<file path="src/rtl/irq_pc_sched.sv">
// irq_pc_sched: PC-source select and interrupt-entry sequencer beside rf_stage; iack one cycle after irq (two behind a transfer); pause freezes state and forces PC_KEP.
// Optional build macro IRQ_PC_SCHED_CPI_CNT_EN adds free-running clock and retired-instruction counters.
module irq_pc_sched #(
  parameter int unsigned FLUSH_CYC = 2
) (
  input  logic        clk,
  input  logic        rst_i,
  input  logic        irq_i,
  input  logic        pause,
  input  logic [2:0]  pc_gen_ctl,
  output logic [3:0]  pc_src_o,
  output logic        iack_o,
  output logic        id2ra_ctl_clr_o,
  output logic        id2ra_ctl_cls_o,
  output logic        ra2ex_ctl_clr_o,
  output logic        irq_busy_o
`ifdef IRQ_PC_SCHED_CPI_CNT_EN
  ,
  output logic [63:0] clk_no_o,
  output logic [63:0] ins_no_o
`endif
);

  localparam logic [2:0] PC_J   = 3'd1;
  localparam logic [2:0] PC_JR  = 3'd2;
  localparam logic [2:0] PC_BC  = 3'd3;
  localparam logic [2:0] PC_RET = 3'd4;

  localparam logic [3:0] PC_IGN = 4'd0;
  localparam logic [3:0] PC_KEP = 4'd1;
  localparam logic [3:0] PC_IRQ = 4'd2;

  localparam logic       HAS_FLUSH = (FLUSH_CYC > 1);
  localparam logic [3:0] CNT_LOAD  = 4'(FLUSH_CYC - 1);

  typedef enum logic [2:0] {
    IDLE      = 3'd0,
    WAIT_SLOT = 3'd1,
    VECTOR    = 3'd2,
    FLUSH     = 3'd3,
    IN_ISR    = 3'd4
  } state_t;

  state_t     state;
  logic [3:0] cnt;
  logic       pend;
  logic       xfer;
  logic       is_ret;

  assign xfer   = (pc_gen_ctl == PC_J) || (pc_gen_ctl == PC_JR) ||
                  (pc_gen_ctl == PC_BC) || (pc_gen_ctl == PC_RET);
  assign is_ret = (pc_gen_ctl == PC_RET);

  always_ff @(posedge clk) begin
    if (rst_i) begin
      state <= IDLE;
      cnt   <= 4'd0;
      pend  <= 1'b0;
    end else begin
      case (state)
        IDLE: begin
          // Requests seen while paused are remembered so a short pulse is not lost.
          pend <= pend | irq_i;
          if (!pause && (irq_i || pend))
            state <= xfer ? WAIT_SLOT : VECTOR;
        end
        WAIT_SLOT: if (!pause) state <= VECTOR;
        VECTOR: if (!pause) begin
          pend  <= 1'b0;
          cnt   <= CNT_LOAD;
          state <= HAS_FLUSH ? FLUSH : IN_ISR;
        end
        FLUSH: if (!pause) begin
          cnt <= cnt - 4'd1;
          if (cnt <= 4'd1) state <= IN_ISR;
        end
        IN_ISR: if (!pause && is_ret) state <= IDLE;
        default: state <= IDLE;
      endcase
    end
  end

  always_comb begin
    pc_src_o        = PC_IGN;
    iack_o          = 1'b0;
    id2ra_ctl_clr_o = 1'b0;
    id2ra_ctl_cls_o = 1'b0;
    ra2ex_ctl_clr_o = 1'b0;
    irq_busy_o      = 1'b0;
    if (!rst_i) begin
      irq_busy_o = (state == VECTOR) || (state == FLUSH) || (state == IN_ISR);
      if (pause) begin
        pc_src_o = PC_KEP;
      end else begin
        case (state)
          VECTOR: begin
            pc_src_o        = PC_IRQ;
            iack_o          = 1'b1;
            id2ra_ctl_clr_o = 1'b1;
            ra2ex_ctl_clr_o = 1'b1;
          end
          FLUSH:   id2ra_ctl_clr_o = 1'b1;
          IN_ISR:  id2ra_ctl_cls_o = is_ret;
          default: pc_src_o = PC_IGN;
        endcase
      end
    end
  end

`ifdef IRQ_PC_SCHED_CPI_CNT_EN
  always_ff @(posedge clk) begin
    if (rst_i) begin
      clk_no_o <= 64'd0;
      ins_no_o <= 64'd0;
    end else begin
      clk_no_o <= clk_no_o + 64'd1;
      if (!pause && !id2ra_ctl_clr_o)
        ins_no_o <= ins_no_o + 64'd1;
    end
  end
`endif

endmodule

</file>
<file path="config.mk">
export PLATFORM = sky130hd
export DESIGN_NAME = irq_pc_sched
export DESIGN_NICKNAME = d
export VERILOG_FILES = /design/src/rtl/irq_pc_sched.sv
export SDC_FILE = /design/constraint.sdc
export NUM_CORES = 1
export LEC_CHECK = 0
export ABC_AREA = 1
export CELL_PAD_IN_SITES_DETAIL_PLACEMENT = 0
export CELL_PAD_IN_SITES_GLOBAL_PLACEMENT = 1
export CORE_UTILIZATION = 30
export CTS_CLUSTER_DIAMETER = 80
export DETAILED_ROUTE_END_ITERATION = 6
export GPL_TIMING_DRIVEN = 0
export HOLD_SLACK_MARGIN = 0.12
export PLACE_DENSITY_LB_ADDON = 0.1
export SYNTH_ARGS = -nofsm -noshare
export SYNTH_HDL_FRONTEND = slang
export SYNTH_SLANG_ARGS = --single-unit
</file>
<file path="constraint.sdc">
create_clock -name clk -period 1.52 [get_ports clk]
set_input_delay 0.152 -clock clk [delete_from_list [all_inputs] [get_ports clk]]
set_output_delay 0.152 -clock clk [all_outputs]
set_load 0.02 [all_outputs]
</file>
Word level (Yosys, flattened, before mapping):

Index checks and enable logic that the tools add are counted.

* bits in registers: 8
* bits of input ports: 7
* output and inout bits: 9
* logic and storage cells: 62

* add/subtract/negate cells: 1
* magnitude comparators: 1
* equality and inequality tests: 14
* mux-type cells: 26
* bitwise operators: 1
* reduce and logical (&&, ||, !) cells: 16

Operator list (count)
* 3-bit two-way mux: 6
* 3-bit one-hot mux with 5 select lines: 1
* 3-bit by 2-bit == test with 1-bit output (second input constant): 4
* 2-bit inequality test (second input constant): 6
* 1-bit two-way mux: 11
* 2-bit two-way mux: 4
* 4-bit two-way mux: 2
* 4-bit one-hot mux with 2 select lines: 1
* 3-bit by 1-bit == test with 1-bit output (second input constant): 2
* 3-bit == test (second input constant): 2
* 1-bit logical OR: 6
* 6-bit AND reduction: 1
* 4-bit by 1-bit less-or-equal comparator with 1-bit output (second input constant): 1
* 2-bit nonzero test: 2
* 4-bit by 1-bit subtractor with 4-bit output (second input constant): 1
* 3-bit zero test: 1
* 3-bit AND reduction: 1
* 1-bit logical AND: 2
* 1-bit one-hot mux with 2 select lines: 1
* 2-bit AND reduction: 1
* 2-bit OR reduction: 1
* 1-bit zero test: 1
* 1-bit bitwise OR: 1

Logic depth before layout (Yosys ltp):

Gate-level depths: netlist of the first run.

* word-level depth: 7
* depth in mapped cells: 11
* mapped depth without buffers: 11

Least setup slack after synthesis of the first run:

Ideal clock, no wire load.

* path type: flip-flop to output port
* from: reg state[2]
* to: out pc_src_o[1]
* data arrival time: 1253 ps
* slack: 115 ps
* stages on the path, launching flop included: 7
* path buffers: 1
* cell sequence: dfxtp_1 > inv_2 > nand2_2 > nor2_4 > nand2_1 > nor2_1 > buf_4

* word-level cells in the longest chain between the ends: 4

RTL lines
* from (decl): line 44 `state_t state;`
* from (signal assigned): line 65 `state <= xfer ? WAIT_SLOT : VECTOR;`
* from (signal assigned): line 71 `state <= HAS_FLUSH ? FLUSH : IN_ISR;`
* 3-bit by 2-bit == test with 1-bit output: line 95 `case (state)`
* 2-bit two-way mux: line 95
* 2-bit two-way mux: line 92 `if (pause) begin`
* 2-bit two-way mux: line 90 `if (!rst_i) begin`
* to (decl): line 11 `output logic [3:0] pc_src_o,`

No other way between the ends.

Worst setup path in the final report of the first run:

* from: reg state[2]
* to: out ra2ex_ctl_clr_o

* word-level cells in the longest chain between the ends: 4

RTL lines
* 3-bit by 2-bit == test with 1-bit output: line 95
* 1-bit two-way mux: line 95
* 1-bit two-way mux: line 92
* 1-bit two-way mux: line 90
* to (decl): line 15 `output logic ra2ex_ctl_clr_o,`

No other way between the ends.

==> run summary, run 1 <==
The post-synthesis cell type with the largest combined area is sky130_fd_sc_hd__dfxtp_1. The dominant synthesized flop cell is sky130_fd_sc_hd__dfxtp_1. The largest individual stage delay along the critical path comes from the cell sky130_fd_sc_hd__dfxtp_4. Between clock sinks in the finished design, the worst skew comes to 0.00164 ns. The part of the Yosys area used for sequential elements came out at 28.2%. The tree built by TritonCTS fans out to 8 sinks. The unique cell type count in the Yosys netlist came out at 22. The part of the power in the clock network is 26.1%. The total die area is 0.00207 mm². Cells fill 45.7% of the core in the end. The number of instances in the synthesized netlist is 90.

The routed wire length on met3 is 72 µm. The fraction of power consumed by sequential logic is 38.7%. The switching share of power is 35.6%. The final critical path takes up 94.5% of the cycle.

The detail-routed net length per standard cell is 9.91 µm. The most common cell in the netlist is sky130_fd_sc_hd__nand2_1. The HPWL after detailed placement is 982 µm.

The die width is 45.5 µm. The post-synthesis async set-or-reset flop share came out at 0%. The detailed router used layers up to and including met4. The instance count after placement with tap cells included came out at 129. The class of the most critical setup path is flop to output port. The tightest min-delay check is of the primary input to flop type. The core region area came out at 0.00175 mm². The arrival time at the worst endpoint came out at 1.28 ns.

For this design the total switching power over the nets is 0.233 mW. Entering global routing, the biggest net connects 8 pins. The growth of design area from synthesis to finish is 40.3%. The post-synthesis register bit count came out at 8. STA classifies the critical path startpoint as a flop. Across all layers, the routed design uses 602 vias. The filler cell count came out at 190. The net count of the finished layout is 123. In this run the clock root is driven by a sky130_fd_sc_hd__clkbuf_4.

The internal power of the cells came out at 0.422 mW. The maximum clock path buffer count came out at 2. The quantity of I/O buffers inserted on ports came out at 13. The post-route netlist has 28.6% of its cells at a drive strength greater than 1.

Wires add up to 1360 µm. After routing, the total negative slack on setup checks comes to 0 ns. The detailed router finished its first iteration with 18 violations. The total DRC errors in the routed layout is 0.

The first global-routing pass estimated 2060 µm of wire. The critical path goes through inv_4, nand2_2, nor2_4, nand2_2, nor2_4, buf_4, buf_6. The netlist area before placement came out at 568 µm². Overall power consumption after layout is estimated at 0.654 mW.

Summed over all cells, the static leakage comes to 0.389 nW. The synthesized area per cell is 6.31 µm². The placer's final routability congestion estimate came out at 0.790. The cell area after placement is 733 µm². The y dimension of the die came out at 45.5 µm. The number of hold violations in the final report came out at 0. The number of antenna diodes in the final layout is 0. The worst-case setup margin in the final layout came out at 0.0836 ns. The area share of the leading cell type in the synthesized netlist is 28.2%.

TritonCTS built the clock tree. Dividing the detail-routed via count by the number of cells gives 4.39. Sorting the synthesized cells by how often they occur yields sky130_fd_sc_hd__nand2_1 (19), sky130_fd_sc_hd__nor2_1 (16), sky130_fd_sc_hd__inv_1 (11), sky130_fd_sc_hd__dfxtp_1 (8), sky130_fd_sc_hd__nand3_1 (6). The final non-filler cell total came out at 137. The run finished with clean final reports. The via count of the first global-routing pass came out at 514. The number of enable-type register cells in the synthesized netlist is 0. By area the synthesized netlist is led by sky130_fd_sc_hd__dfxtp_1 (28%), sky130_fd_sc_hd__nand2_1 (13%), sky130_fd_sc_hd__nor2_1 (11%), sky130_fd_sc_hd__inv_1 (7.3%), sky130_fd_sc_hd__nand3_1 (5.3%). The count of boundary I/O pins came out at 16. The total routing resource utilization after global routing is 14.3%. The critical-path maximum fanout came out at 4.

The final hold slack is 0.370 ns. The worst setup slack for register-to-register paths is 0.19 ns. The required time reported for the critical path endpoint came out at 1.37 ns.

Buffers inserted to repair hold after CTS numbered 0. The first detailed-routing pass ran for 4 iterations. Setup repair after global routing left no endpoint under its margin. After layout, the minimum clock period comes to 1.44 ns. The floorplan has 15 rows. The number of nets with antenna violations after detailed routing came out at 0.

The kind of end point of the critical path is an output port. In this run the number of H-tree levels came out at 1. The detailed router put a total of 685 µm of wire on met1.

The critical path's largest stage delay came out at 0.36 ns. The power density over cell area is 821 mW/mm². The clock-pin slew of the registers on the worst-case setup and hold paths came out at 0.06 ns. The final number of setup-violating endpoints came out at 0.

The count of maximum capacitance violations came out at 0. The number of antenna violations at the first check in global routing is 0. The total met2 wirelength after detailed routing came out at 588 µm. The number of buffers created by CTS is 3. The worst slack at placement is -0.530 ns. The highest achievable clock rate came out at 696 MHz. For this run the aggregate overflow at the end of global routing stands at 0. The highest ir drop seen on vdd came out at 0.333 mV.

The number of warning messages in the yosys log came out at 0. The initial core utilization is 32.5%. The later-pin clock latency in the skew report came out at 0.26 ns.

The count of final max-slew check failures came out at 0. The area of all placed cells without fillers is 797 µm². The combinational share of power is 35.2%.
power by group through the flow:
stage | Combinational (mW) | Clock (mW) | Sequential (mW)
floorplan | 0.152 | 0 | 0.253
CTS | 0.216 | 0.178 | 0.254
global route | 0.256 | 0.187 | 0.258
detailed placement | 0.212 | 0 | 0.258
finish | 0.230 | 0.171 | 0.253
global placement | 0.213 | 0 | 0.257
worst max-delay path, delay by kind of cell, from the launching register on:
kind	cells	cell delay, ns
simple gates	4	0.38
flops	1	0.36
buf+inv	3	0.29
metal layers:
| layer | up-vias | GRT usage, % |
|---|---|---|
| met2 | 16 | 21.4 |
| li1 | 323 | - |
| met3 | 2 | 2.38 |
| met4 | 0 | 10.9 |
| met5 | - | 0 |
| met1 | 261 | 18.0 |
registers in the layout (all words and copies together) (netlist names):
| register | count |
|---|---|
| pend | 1 |
| state | 3 |
| cnt | 4 |
logic make-up (layout without fill, tap and decap cells):
logic type               after synthesis  after routing  share of synthesized area, %
AO/OA/AOI/OAI                         11             11                          11.0
buffers and inverters                 17             38                          13.9
other                                  1              2                         0.660
adder cells (fa/ha/maj)                2              2                          4.40
AND/OR/NAND/NOR                       50             50                          40.3
XOR/XNOR                               1              1                          1.54
flip-flops                             8              8                          28.2
path summary, 6_finish.rpt:
kind / startpoint / end / cells after the start
setup / recovery: state[2]$_SDFFE_PP0P_ / ra2ex_ctl_clr_o / 7
hold / removal: rst_i / cnt[1]$_SDFFE_PP0P_ / 2
setup reg to reg: cnt[0]$_SDFFE_PP0P_ / state[1]$_SDFFE_PP0P_ / 11
hold reg to reg: cnt[1]$_SDFFE_PP0P_ / cnt[1]$_SDFFE_PP0P_ / 2
timing repair:
item	in CTS	in global routing
setup buffers	2	3
resized for setup	31	8
setup endpoints to repair	7	6
pin swaps	1	3
cell usage in the layout (no fill, tap or decap):
| cell | instances |
|---|---|
| sky130_fd_sc_hd__nand3_1 | 6 |
| sky130_fd_sc_hd__buf_4 | 8 |
| sky130_fd_sc_hd__a31oi_1 | 1 |
| sky130_fd_sc_hd__ha_1 | 2 |
| sky130_fd_sc_hd__nand2_2 | 3 |
| sky130_fd_sc_hd__nor2_1 | 14 |
| sky130_fd_sc_hd__nor2_4 | 3 |
| sky130_fd_sc_hd__o21bai_1 | 1 |
| sky130_fd_sc_hd__nand3_2 | 1 |
| sky130_fd_sc_hd__nand2_1 | 18 |
| sky130_fd_sc_hd__nor3_1 | 2 |
| sky130_fd_sc_hd__o22ai_1 | 1 |
| sky130_fd_sc_hd__o21ai_0 | 4 |
| sky130_fd_sc_hd__dfxtp_2 | 1 |
| sky130_fd_sc_hd__clkdlybuf4s50_1 | 5 |
| sky130_fd_sc_hd__dfxtp_1 | 6 |
| sky130_fd_sc_hd__clkbuf_4 | 3 |
| sky130_fd_sc_hd__conb_1 | 2 |
| sky130_fd_sc_hd__inv_2 | 2 |
| sky130_fd_sc_hd__nor2_2 | 2 |
| sky130_fd_sc_hd__nand4_1 | 1 |
| sky130_fd_sc_hd__a21oi_1 | 3 |
| sky130_fd_sc_hd__inv_1 | 10 |
| sky130_fd_sc_hd__dfxtp_4 | 1 |
| sky130_fd_sc_hd__a211oi_1 | 1 |
| sky130_fd_sc_hd__buf_6 | 3 |
| sky130_fd_sc_hd__inv_4 | 1 |
| sky130_fd_sc_hd__xnor2_1 | 1 |
| sky130_fd_sc_hd__buf_2 | 4 |
| sky130_fd_sc_hd__dlygate4sd2_1 | 2 |
area by class of cell:
cell class / count / area (µm²) / share of cell area [%]
Multi-Input combinational cell: 66 / 345 / 43.3
Sequential cell: 8 / 165 / 20.7
Timing Repair Buffer: 18 / 148 / 18.5
Inverter: 13 / 51.3 / 6.44
Buffer: 4 / 33.8 / 4.24
Tap cell: 25 / 31.3 / 3.92
Clock buffer: 3 / 22.5 / 2.83
(Power assumes the default switching activity.)
==> run 2, diff against run 1 <==
- CELL_PAD_IN_SITES_DETAIL_PLACEMENT: 0 -> 1
==> run 2 against run 1 <==
  * Hold slack worse by 0.098 ns
  * Design area grew 2.8%
  * Sequential cell count is the same
  * Setup slack got worse by 0.026 ns
  * Via count is 7.8% higher
  * First-iteration DRC count down 50%
  * Die area is the same
  * Non-clock buffer count is 3 higher
  * Critical path depth unchanged
  * Combinational power grew 9.6%
  * Cell count up 2.2%
  * Largest power group unchanged
  * Highest routed layer unchanged
==> run summary, run 2 (same netlist as run 1, synthesis figures left out) <==
The sort of element at the start of the critical path is a flop. The critical-path maximum fanout came out at 4 (unchanged). The worst setup slack for register-to-register paths is 0.09 ns (-0.10 ns). The required time reported for the critical path endpoint is 1.37 ns (about the same). The number of standard-cell rows in the floorplan came out at 15 (unchanged). The clock skew is 0.00724 ns (+0.00560 ns). The final hold slack came out at 0.273 ns (-0.0976 ns). The final non-filler cell total came out at 140 (+2.2%). The final number of setup-violating endpoints is 0 (unchanged). The power density over cell area is 826 mW/mm² (+0.56%). The sum of overflow across all layers after global routing came out at 0 (unchanged). The die width is 45.5 µm (unchanged). The most numerous cell type found on the critical path is sky130_fd_sc_hd__buf_4.

The global-route wire length before repair is 2480 µm (+20%). The final clock period utilization by the worst path is 96.2% (+1.7 points). The clock-pin slew of the registers on the worst-case setup and hold paths is 0.05 ns (about the same). The minimum clock period came to 1.46 ns (+0.0257 ns).

The count of boundary I/O pins came out at 16 (unchanged). The via count of the first global-routing pass is 583 (+13%). The TritonCTS clock tree is yes. The worst slack at placement was -0.523 ns (+0.00731 ns).

The highest achievable clock rate came out at 684 MHz (-1.8%). The worst setup path is of the flop to output port kind. The filler cell count came out at 242 (+27%). The slowest stage of the critical path is the sky130_fd_sc_hd__dfxtp_4 cell.

The post-route core utilization is 47.0% (+1.3 points). The number of inserted diodes came to 0 (unchanged). The initial core utilization was 32.5% (unchanged). The number of antenna violations at the first check in global routing came out at 0 (unchanged). The flow ran to the end, and the final reports show no timing, DRC or antenna violations. The total routing resource utilization after global routing is 17.4% (+3.1 points).

The y dimension of the die came out at 45.5 µm (unchanged). The count of maximum capacitance violations is 0 (unchanged). In the final layout, the registers with the most flip-flops are cnt x4, state x3, pend x1. The core region area came to 0.00175 mm² (unchanged). The count of final max-slew check failures is 0 (unchanged). The number of flip-flops under the largest register name came out at 4 (unchanged).

The critical path's largest stage delay is 0.36 ns (about the same). The leakage power is 0.410 nW (+5.5%). The final layout net count came to 126 (+2.4%). Counting flops per register, the top entry is cnt. Leaving out fill and tap cells, the most frequent cell in the layout is sky130_fd_sc_hd__nand2_1. The placer's final routability congestion estimate is 0.790 (unchanged). The total DRC errors in the routed layout came to 0 (unchanged). The worst-case setup margin in the final layout came to 0.0579 ns (-0.0257 ns). The final total negative setup slack is 0 ns (unchanged). The share of layout cells above drive strength 1 came out at 31.3% (+2.7 points). The instance count after placement with tap cells included was 129 (unchanged).

The later-pin clock latency in the skew report is 0.27 ns (about the same). The highest ir drop seen on vdd is 0.436 mV (+31%). The total number of vias is 649 (+7.8%). The signal on the critical path passes through inv_4, nand2_2, nor2_4, buf_4, inv_2, nor2_1, buf_4. The quantity of I/O buffers inserted on ports came out at 13 (unchanged). The arrival time at the worst endpoint is 1.31 ns (+0.03 ns). The number of iterations in the first detailed-routing pass came to 4 (unchanged). The number of nets with antenna violations after detailed routing is 0 (unchanged). The DRC violation total after the first TritonRoute iteration came to 9 (-9). The clock root buffer master is sky130_fd_sc_hd__clkbuf_4. The pin count of the biggest net entering global routing came out at 8 (unchanged).

The number of sinks driven by the clock tree came out at 8 (unchanged). The worst hold path belongs to the class primary input to flop. The number of buffers inserted by hold repair at cts came out at 0 (unchanged). The growth of design area from synthesis to finish came out at 44.3%. The total wire length after detailed routing is 1770 µm (+30%). The kind of end point of the critical path is an output port.

The maximum clock path buffer count is 2 (unchanged). The detail-routed net length per standard cell came out at 12.6 µm (+27%). The number of hold violations in the final report is 0 (unchanged). The top cell types in the final layout, fill and taps aside, are sky130_fd_sc_hd__nand2_1 (18), sky130_fd_sc_hd__buf_4 (15), sky130_fd_sc_hd__nor2_1 (14). The final HPWL from detailed placement is 1170 µm (+19%). The number of H-tree branching levels is 1 (unchanged). The via count normalized by instance count is 4.64 (+5.5%).

The number of buffers created by CTS was 3 (unchanged). The total die area came out at 0.00207 mm² (unchanged).
## run 2: final cells by class
cell class | count | area, µm² | share of cell area, %
Sequential cell | 8 | 165 | 20.2
Multi-Input combinational cell | 66 | 350 | 42.7
Buffer | 4 | 30.0 | 3.66
Timing Repair Buffer | 21 | 169 | 20.6
Clock buffer | 3 | 22.5 | 2.75
Tap cell | 25 | 31.3 | 3.82
Inverter | 13 | 51.3 | 6.26
## run 2: timing repair
item | 4_1_cts | 5_1_grt
resized for setup | 29 | 11
setup endpoints to repair | 7 | 6
pin swaps | 2 | 3
buffers inserted | 3 | 5
## run 2: path summary, 6_finish.rpt
path,cells after the start,endpoint,startpoint
min reg2reg,2,cnt[1]$_SDFFE_PP0P_,cnt[1]$_SDFFE_PP0P_
min,2,cnt[1]$_SDFFE_PP0P_,rst_i
max reg2reg,10,state[0]$_SDFFE_PP0P_,cnt[0]$_SDFFE_PP0P_
max,7,id2ra_ctl_clr_o,state[2]$_SDFFE_PP0P_
## run 2: critical path: cells and delay by family, from the launching register on
family / cells / cell delay, ns
buffers and inverters: 4 / 0.40
DFF: 1 / 0.36
and+or+nand+nor: 3 / 0.29
## run 2: power breakdown
group	leakage, nW	switching, mW	internal, mW	total (mW)
clock	0.0138	0.0785	0.0907	0.169
combinational	0.330	0.146	0.106	0.252
sequential	0.0667	0.0228	0.232	0.255
## run 2: routing by layer
layer,vias to the layer above,GRT usage [%],part of all wire [%]
met4,0,10.9,2.4
met3,4,5.95,5.6
met5,-,0,0
li1,333,-,-
met1,290,19.8,43
met2,22,27.7,49
## run 2: stage by stage
stage / power (mW) / cell area, µm²
floorplan: 0.404 / 572
global placement: 0.470 / 733
global route: 0.721 / 820
detailed placement: 0.478 / 733
CTS: 0.655 / 762
finish: 0.677 / 820
